===== src/rtl/dec_mult_pkg.sv =====
// Shared definitions for the decimal multiple generator: digit width,
// sequencer state encoding, 4221 digit decode and the 4221->5211 recoder.
package dec_mult_pkg;

    localparam int DIG_W = 4;

    typedef enum logic [1:0] {
        ST_IDLE = 2'd0,
        ST_DBL  = 2'd1,
        ST_HOLD = 2'd2
    } state_e;

    // Value of one 4221-coded digit; every 4-bit pattern maps into 0..9.
    function automatic logic [3:0] dec4221_val(input logic [3:0] d);
        return {1'b0, d[3], 2'b00} + {2'b00, d[2], 1'b0}
             + {2'b00, d[1], 1'b0} + {3'b000, d[0]};
    endfunction

    // 5211 code (weights 5,2,1,1) for a digit value 0..9.
    function automatic logic [3:0] recode_5211(input logic [3:0] v);
        logic [3:0] s;
        case (v)
            4'd0:    s = 4'b0000;
            4'd1:    s = 4'b0001;
            4'd2:    s = 4'b0011;
            4'd3:    s = 4'b0101;
            4'd4:    s = 4'b0111;
            4'd5:    s = 4'b1000;
            4'd6:    s = 4'b1001;
            4'd7:    s = 4'b1011;
            4'd8:    s = 4'b1101;
            4'd9:    s = 4'b1111;
            default: s = 4'b0000;
        endcase
        return s;
    endfunction

    // Doubled digit: the low three 5211 bits shifted up, incoming carry in the LSB.
    function automatic logic [3:0] dbl_digit(input logic [3:0] d, input logic cin);
        return (recode_5211(dec4221_val(d)) << 1) | {3'b000, cin};
    endfunction

    // Carry leaving a digit when it is doubled: the weight-5 bit of its 5211 code.
    function automatic logic dbl_carry(input logic [3:0] d);
        return (recode_5211(dec4221_val(d)) > 4'd7);
    endfunction

endpackage


===== src/rtl/dec_multiple_gen_ctrl_if.sv =====
// Operand load / multiple delivery bus of the decimal multiple generator.
interface dec_multiple_gen_ctrl_if #(parameter int N_DIG = 16);

    localparam int W_IN  = dec_mult_pkg::DIG_W * N_DIG;
    localparam int W_OUT = dec_mult_pkg::DIG_W * (N_DIG + 1);

    logic             start;
    logic [W_IN-1:0]  x_in;
    logic             busy;
    logic [W_OUT-1:0] m1_out;
    logic [W_OUT-1:0] m2_out;
    logic [W_OUT-1:0] m4_out;
    logic [W_OUT-1:0] m8_out;
    logic             out_valid;
    logic             out_ready;

    modport master (
        output start, x_in, out_ready,
        input  busy, m1_out, m2_out, m4_out, m8_out, out_valid
    );

    modport slave (
        input  start, x_in, out_ready,
        output busy, m1_out, m2_out, m4_out, m8_out, out_valid
    );

endinterface


===== src/rtl/dec_double_4221.sv =====
// Combinational decimal doubler for 4221-coded operands: each digit is
// recoded to 5211 and shifted left one bit, the MSB rippling into the next digit.
module dec_double_4221
    import dec_mult_pkg::*;
#(
    parameter int NUM_DIG = 17
) (
    input  logic [DIG_W*NUM_DIG-1:0] dig_in,
    output logic [DIG_W*NUM_DIG-1:0] dig_out
);

    // carry_s[i] is the bit shifted into digit i; nothing enters digit 0.
    logic [NUM_DIG-1:0] carry_s;

    assign carry_s[0] = 1'b0;

    genvar i;
    for (i = 0; i < NUM_DIG; i++) begin : g_dig
        assign dig_out[DIG_W*i +: DIG_W] = dbl_digit(dig_in[DIG_W*i +: DIG_W], carry_s[i]);
        // The carry out of the top digit is always 0 for operands this wide.
        if (i < NUM_DIG - 1) begin : g_carry
            assign carry_s[i+1] = dbl_carry(dig_in[DIG_W*i +: DIG_W]);
        end
    end

endmodule


===== src/rtl/dec_multiple_gen_ctrl.sv =====
// Sequencer producing X, 2X, 4X and 8X (4221 coded) with one doubling per
// cycle; results are held until the partial-product stage accepts them.
module dec_multiple_gen_ctrl
    import dec_mult_pkg::*;
#(
    parameter int N_DIG = 16
) (
    input  logic                   clk,
    input  logic                   rst,
    dec_multiple_gen_ctrl_if.slave bus
);

    localparam int W_OUT = DIG_W * (N_DIG + 1);

    state_e           state_q, state_d;
    logic [1:0]       step_q, step_d;
    logic [W_OUT-1:0] work_q, work_d;
    logic [W_OUT-1:0] m1_q, m1_d;
    logic [W_OUT-1:0] m2_q, m2_d;
    logic [W_OUT-1:0] m4_q, m4_d;
    logic [W_OUT-1:0] m8_q, m8_d;
    logic             busy_q, busy_d;
    logic             out_valid_q, out_valid_d;
    logic [W_OUT-1:0] dbl_s;

    dec_double_4221 #(.NUM_DIG(N_DIG + 1)) u_double (
        .dig_in  (work_q),
        .dig_out (dbl_s)
    );

    // Next-state, working register, step counter and result capture.
    always_comb begin
        state_d = state_q;
        step_d  = step_q;
        work_d  = work_q;
        m1_d    = m1_q;
        m2_d    = m2_q;
        m4_d    = m4_q;
        m8_d    = m8_q;
        case (state_q)
            ST_IDLE: begin
                if (bus.start) begin
                    work_d  = {{DIG_W{1'b0}}, bus.x_in};
                    m1_d    = {{DIG_W{1'b0}}, bus.x_in};
                    step_d  = 2'd0;
                    state_d = ST_DBL;
                end else begin
                    state_d = ST_IDLE;
                end
            end
            ST_DBL: begin
                work_d = dbl_s;
                step_d = step_q + 2'd1;
                case (step_q)
                    2'd0:    m2_d = dbl_s;
                    2'd1:    m4_d = dbl_s;
                    2'd2:    m8_d = dbl_s;
                    default: m8_d = m8_q;
                endcase
                if (step_q >= 2'd2) begin
                    state_d = ST_HOLD;
                end else begin
                    state_d = ST_DBL;
                end
            end
            ST_HOLD: begin
                if (bus.out_ready) begin
                    state_d = ST_IDLE;
                end else begin
                    state_d = ST_HOLD;
                end
            end
            default: begin
                state_d = ST_IDLE;
            end
        endcase
        busy_d      = (state_d != ST_IDLE);
        out_valid_d = (state_d == ST_HOLD);
    end

    // State and datapath registers with synchronous reset.
    always_ff @(posedge clk) begin
        if (rst) begin
            state_q     <= ST_IDLE;
            step_q      <= 2'd0;
            work_q      <= {W_OUT{1'b0}};
            m1_q        <= {W_OUT{1'b0}};
            m2_q        <= {W_OUT{1'b0}};
            m4_q        <= {W_OUT{1'b0}};
            m8_q        <= {W_OUT{1'b0}};
            busy_q      <= 1'b0;
            out_valid_q <= 1'b0;
        end else begin
            state_q     <= state_d;
            step_q      <= step_d;
            work_q      <= work_d;
            m1_q        <= m1_d;
            m2_q        <= m2_d;
            m4_q        <= m4_d;
            m8_q        <= m8_d;
            busy_q      <= busy_d;
            out_valid_q <= out_valid_d;
        end
    end

    assign bus.busy      = busy_q;
    assign bus.out_valid = out_valid_q;
    assign bus.m1_out    = m1_q;
    assign bus.m2_out    = m2_q;
    assign bus.m4_out    = m4_q;
    assign bus.m8_out    = m8_q;

endmodule


===== src/flat_wrapper.sv =====
// flat-port wrapper written by rule: the top's interface ports become plain ports
module dec_multiple_gen_ctrl_flat import dec_mult_pkg::*;
#(
    parameter int N_DIG = 16
)
  (clk, rst, bus_start, bus_x_in, bus_out_ready, bus_busy, bus_m1_out, bus_m2_out, bus_m4_out, bus_m8_out, bus_out_valid);
  dec_multiple_gen_ctrl_if #(.N_DIG(N_DIG)) bus_i ();
  input  logic clk;
  input  logic rst;
  input wire logic [$bits(bus_i.start)-1:0] bus_start;
  input wire logic [$bits(bus_i.x_in)-1:0] bus_x_in;
  input wire logic [$bits(bus_i.out_ready)-1:0] bus_out_ready;
  output wire logic [$bits(bus_i.busy)-1:0] bus_busy;
  output wire logic [$bits(bus_i.m1_out)-1:0] bus_m1_out;
  output wire logic [$bits(bus_i.m2_out)-1:0] bus_m2_out;
  output wire logic [$bits(bus_i.m4_out)-1:0] bus_m4_out;
  output wire logic [$bits(bus_i.m8_out)-1:0] bus_m8_out;
  output wire logic [$bits(bus_i.out_valid)-1:0] bus_out_valid;
  assign bus_i.start = bus_start;
  assign bus_i.x_in = bus_x_in;
  assign bus_i.out_ready = bus_out_ready;
  assign bus_busy = bus_i.busy;
  assign bus_m1_out = bus_i.m1_out;
  assign bus_m2_out = bus_i.m2_out;
  assign bus_m4_out = bus_i.m4_out;
  assign bus_m8_out = bus_i.m8_out;
  assign bus_out_valid = bus_i.out_valid;
  dec_multiple_gen_ctrl #(.N_DIG(N_DIG)) u_core (.clk(clk), .rst(rst), .bus(bus_i));
endmodule

===== config.mk =====
export PLATFORM = sky130hd
export DESIGN_NAME = dec_multiple_gen_ctrl_flat
export DESIGN_NICKNAME = d
export VERILOG_FILES = /design/src/rtl/dec_mult_pkg.sv /design/src/rtl/dec_multiple_gen_ctrl_if.sv /design/src/rtl/dec_double_4221.sv /design/src/rtl/dec_multiple_gen_ctrl.sv /design/src/flat_wrapper.sv
export SDC_FILE = /design/constraint.sdc
export NUM_CORES = 1
export LEC_CHECK = 0
export ABC_CLOCK_PERIOD_IN_PS = 3000
export CORE_MARGIN = 4
export CORE_UTILIZATION = 45
export DETAILED_ROUTE_END_ITERATION = 10
export GPL_TIMING_DRIVEN = 0
export MAX_ROUTING_LAYER = met4
export PLACE_DENSITY_LB_ADDON = 0.15
export SYNTH_ARGS = -nofsm -noshare
export SYNTH_HDL_FRONTEND = slang
export SYNTH_SLANG_ARGS = --single-unit

===== constraint.sdc =====
create_clock -name clk -period 3 [get_ports clk]
set_input_delay 0.45 -clock clk [delete_from_list [all_inputs] [get_ports clk]]
set_output_delay 0.45 -clock clk [all_outputs]
set_load 0.1 [all_outputs]

==> flow_metrics.env <==
export IMPL_io_pins=342
export IMPL_drt_iter0_drc=1191
export IMPL_tritoncts="yes"
export IMPL_status="complete, no violations"
export IMPL_cp_depth=1
export IMPL_hold_path_class="in2reg"
export IMPL_hold_violations=0
export IMPL_synth_edf_count=0
export IMPL_die_h_um=193
export IMPL_layout_nets=2271
export IMPL_wire_per_inst_um=20.8
export IMPL_vias=14500
export IMPL_cts_max_level=2
export IMPL_synth_distinct_cells=48
export IMPL_post_cts_setup_buffers=0
export IMPL_end_kind="output port"
export IMPL_dp_hpwl_um=39700
export IMPL_die_area_um2=37100
export IMPL_cts_made_buffers=38
export IMPL_clkSlewWorstSetupHoldPaths_ps=60
export IMPL_fin_cells=2592
export IMPL_synth_area_top_cells="dfxtp_1 44%, a211oi_1 8.1%, ha_1 7.2%"
export IMPL_clk_latency_ps=520
export IMPL_path_class="reg2out"
export IMPL_start_util_pct=45.7
export IMPL_cp_max_fo=2
export IMPL_start_kind="register"
export IMPL_die_x_um=193
export IMPL_grtUsageTotal_pct=28.6
export IMPL_ys_async_sr_fraction_pct=0
export IMPL_synthCells=1736
export IMPL_grt_pass1_vias=14000
export IMPL_grt_max_degree=14
export IMPL_synth_top_area_cell="dfxtp_1"
export IMPL_synth_top_area_share_pct=44.2
export IMPL_slew_headroom_pct=25.0
export IMPL_hold_depth=2
export IMPL_yosys_warnings=0
export IMPL_clockBufferDepth=3
export IMPL_arrival_ps=2120
export IMPL_drive_above_1_share_pct=8.54
export IMPL_antenna_found_initial=0
export IMPL_dp_cells=2523
export IMPL_fin_crit_sh_pct=85.7
export IMPL_rsz0062_at_grt="no"
export IMPL_clock_sinks=339
export IMPL_max_freq_mhz=389
export IMPL_synth_flop_cell="dfxtp_1"
export IMPL_grt_pass1_wl_um=79900
export IMPL_maxCapViolCount=0
export IMPL_syn_to_final_growth_pct=34.1
export IMPL_cts_resized=0
export IMPL_ys_ff_latch=339
export IMPL_worst_ep_required_time_ps=2550
export IMPL_drc=0
export IMPL_power_density_nw_per_um2=679
export IMPL_path_buf_inv=1
export IMPL_root_buffer="clkbuf_16"
export IMPL_num_rows=67
export IMPL_final_setup_tns_ps=0
export IMPL_peakVddDrop_v=0.000420
export IMPL_drt_first_pass_iters=7
export IMPL_syn_avg_cell_area_um2=8.84
export IMPL_cp_top_family="buffers and inverters"
export IMPL_cts_hold_buf=0
export IMPL_final_common_cell="dfxtp_1"
export IMPL_drt_antenna_violating_nets=0
export IMPL_path_cells="clkdlybuf4s50_1"
export IMPL_cp_slowest_stage_delay_ps=1180
export IMPL_leakage_nw=7.64
export IMPL_routabilityCongestion=0.915
export IMPL_synth_area_um2=15300
export IMPL_numPortBuffers=333
export IMPL_yosysSeqAreaShare_pct=44.2
export IMPL_grt_overflow=0
export IMPL_worst_pin_slew_ps=1120
export IMPL_final_max_slew_viol_count=0
export IMPL_r2r_worst_path_cells=6
export IMPL_vias_per_cell=5.61
export IMPL_period_minus_slack_ps=2570
export IMPL_antennaDiodeCount=0
export IMPL_drt_wl_total_um=53900
export IMPL_fill_cells=2947
export IMPL_clock_skew_ps=12.2
export IMPL_slowest_stage="clkdlybuf4s50_1"
export IMPL_layout_common_cells="339 x dfxtp_1, 333 x clkdlybuf4s50_1, 224 x nand2_1, 197 x nor2_1, 165 x a211oi_1"
export IMPL_core_um2=33600
export IMPL_setup_viol=0
## metal layers
layer | wire length (um) | global-route usage (%) | vias up | share of wire [%]
li1 | - | - | 6905 | -
met1 | 23600 | 37.2 | 6949 | 44
met2 | 25000 | 46.4 | 572 | 46
met3 | 3650 | 3.94 | 123 | 6.8
met4 | 1700 | 8.72 | 0 | 3.2
met5 | 0 | - | - | 0
## area by class of cell
cell class	instances	area, um2	share of cell area (%)
Timing Repair Buffer	333	3330	16.2
Buffer	142	800	3.88
Clock buffer	53	1140	5.54
Tap cell	448	561	2.72
Inverter	49	184	0.893
Sequential cell	339	6790	33.0
Clock inverter	16	183	0.887
Multi-Input combinational cell	1212	7600	36.9
## power breakdown
part           leakage [nW]  internal (mW)  switching, mW
registers              2.77           4.81          0.205
clock network         0.661           3.00           1.89
logic                  4.21           1.10           2.97
total                  7.64           8.91           5.07
## cell usage after synthesis, drive strengths merged, types with 15 or more instances
library cell / number
dfxtp: 339
nand2: 224
nor2: 197
a211oi: 166
a21oi: 127
ha: 88
buf: 72
clkbuf: 70
inv: 49
nand3: 48
a31oi: 37
nand2b: 37
o21ai: 27
a22oi: 23
mux2: 23
o22ai: 23
mux2i: 22
nor2b: 15
## final timing paths
path,from,end,slack (ps)
setup reg to reg,u_core.work_q[37],u_core.work_q[38],550
setup / recovery,u_core.bus.m2_out[5],bus_m2_out[5],430
hold / removal,rst,u_core.state_q[0],260
hold reg to reg,u_core.bus.m1_out[27],u_core.bus.m1_out[27],450
## sequential cells by signal, summed over array words and instances, names as in the netlist
name	flops
u_core.state_q	2
u_core.bus.m4_out	67
u_core.bus.m2_out	67
u_core.bus.m1_out	64
u_core.step_q	2
u_core.bus.busy	1
u_core.work_q	68
u_core.bus.m8_out	67
u_core.bus.out_valid	1
## through the flow
step / utilization (%) / hold WS (ps) / instance area [um2] / power [mW] / setup slack [ps]
finish: 61.2 / 256 / 20600 / 14.0 / 430
global route: 61.2 / 282 / 20600 / 14.5 / 404
CTS: 61.2 / 240 / 20600 / 14.0 / 440
detailed placement: 57.3 / 445 / 19300 / 9.16 / 445
global placement: 57.3 / 441 / 19300 / 9.09 / 474
floorplan: - / 436 / 15400 / 8.04 / 1010
## cells by family (layout without fill, tap and decap cells)
family	count (synthesis)	in the layout	synth area share, %
simple gates	594	594	18.0
buf+inv	191	593	6.41
fa+ha+maj	88	88	7.17
xor+xnor	10	10	0.571
other cells	1	7	0.0244
mux	45	45	3.22
compound gates	468	468	20.4
flops	339	339	44.2
(Power assumes the default switching activity.)
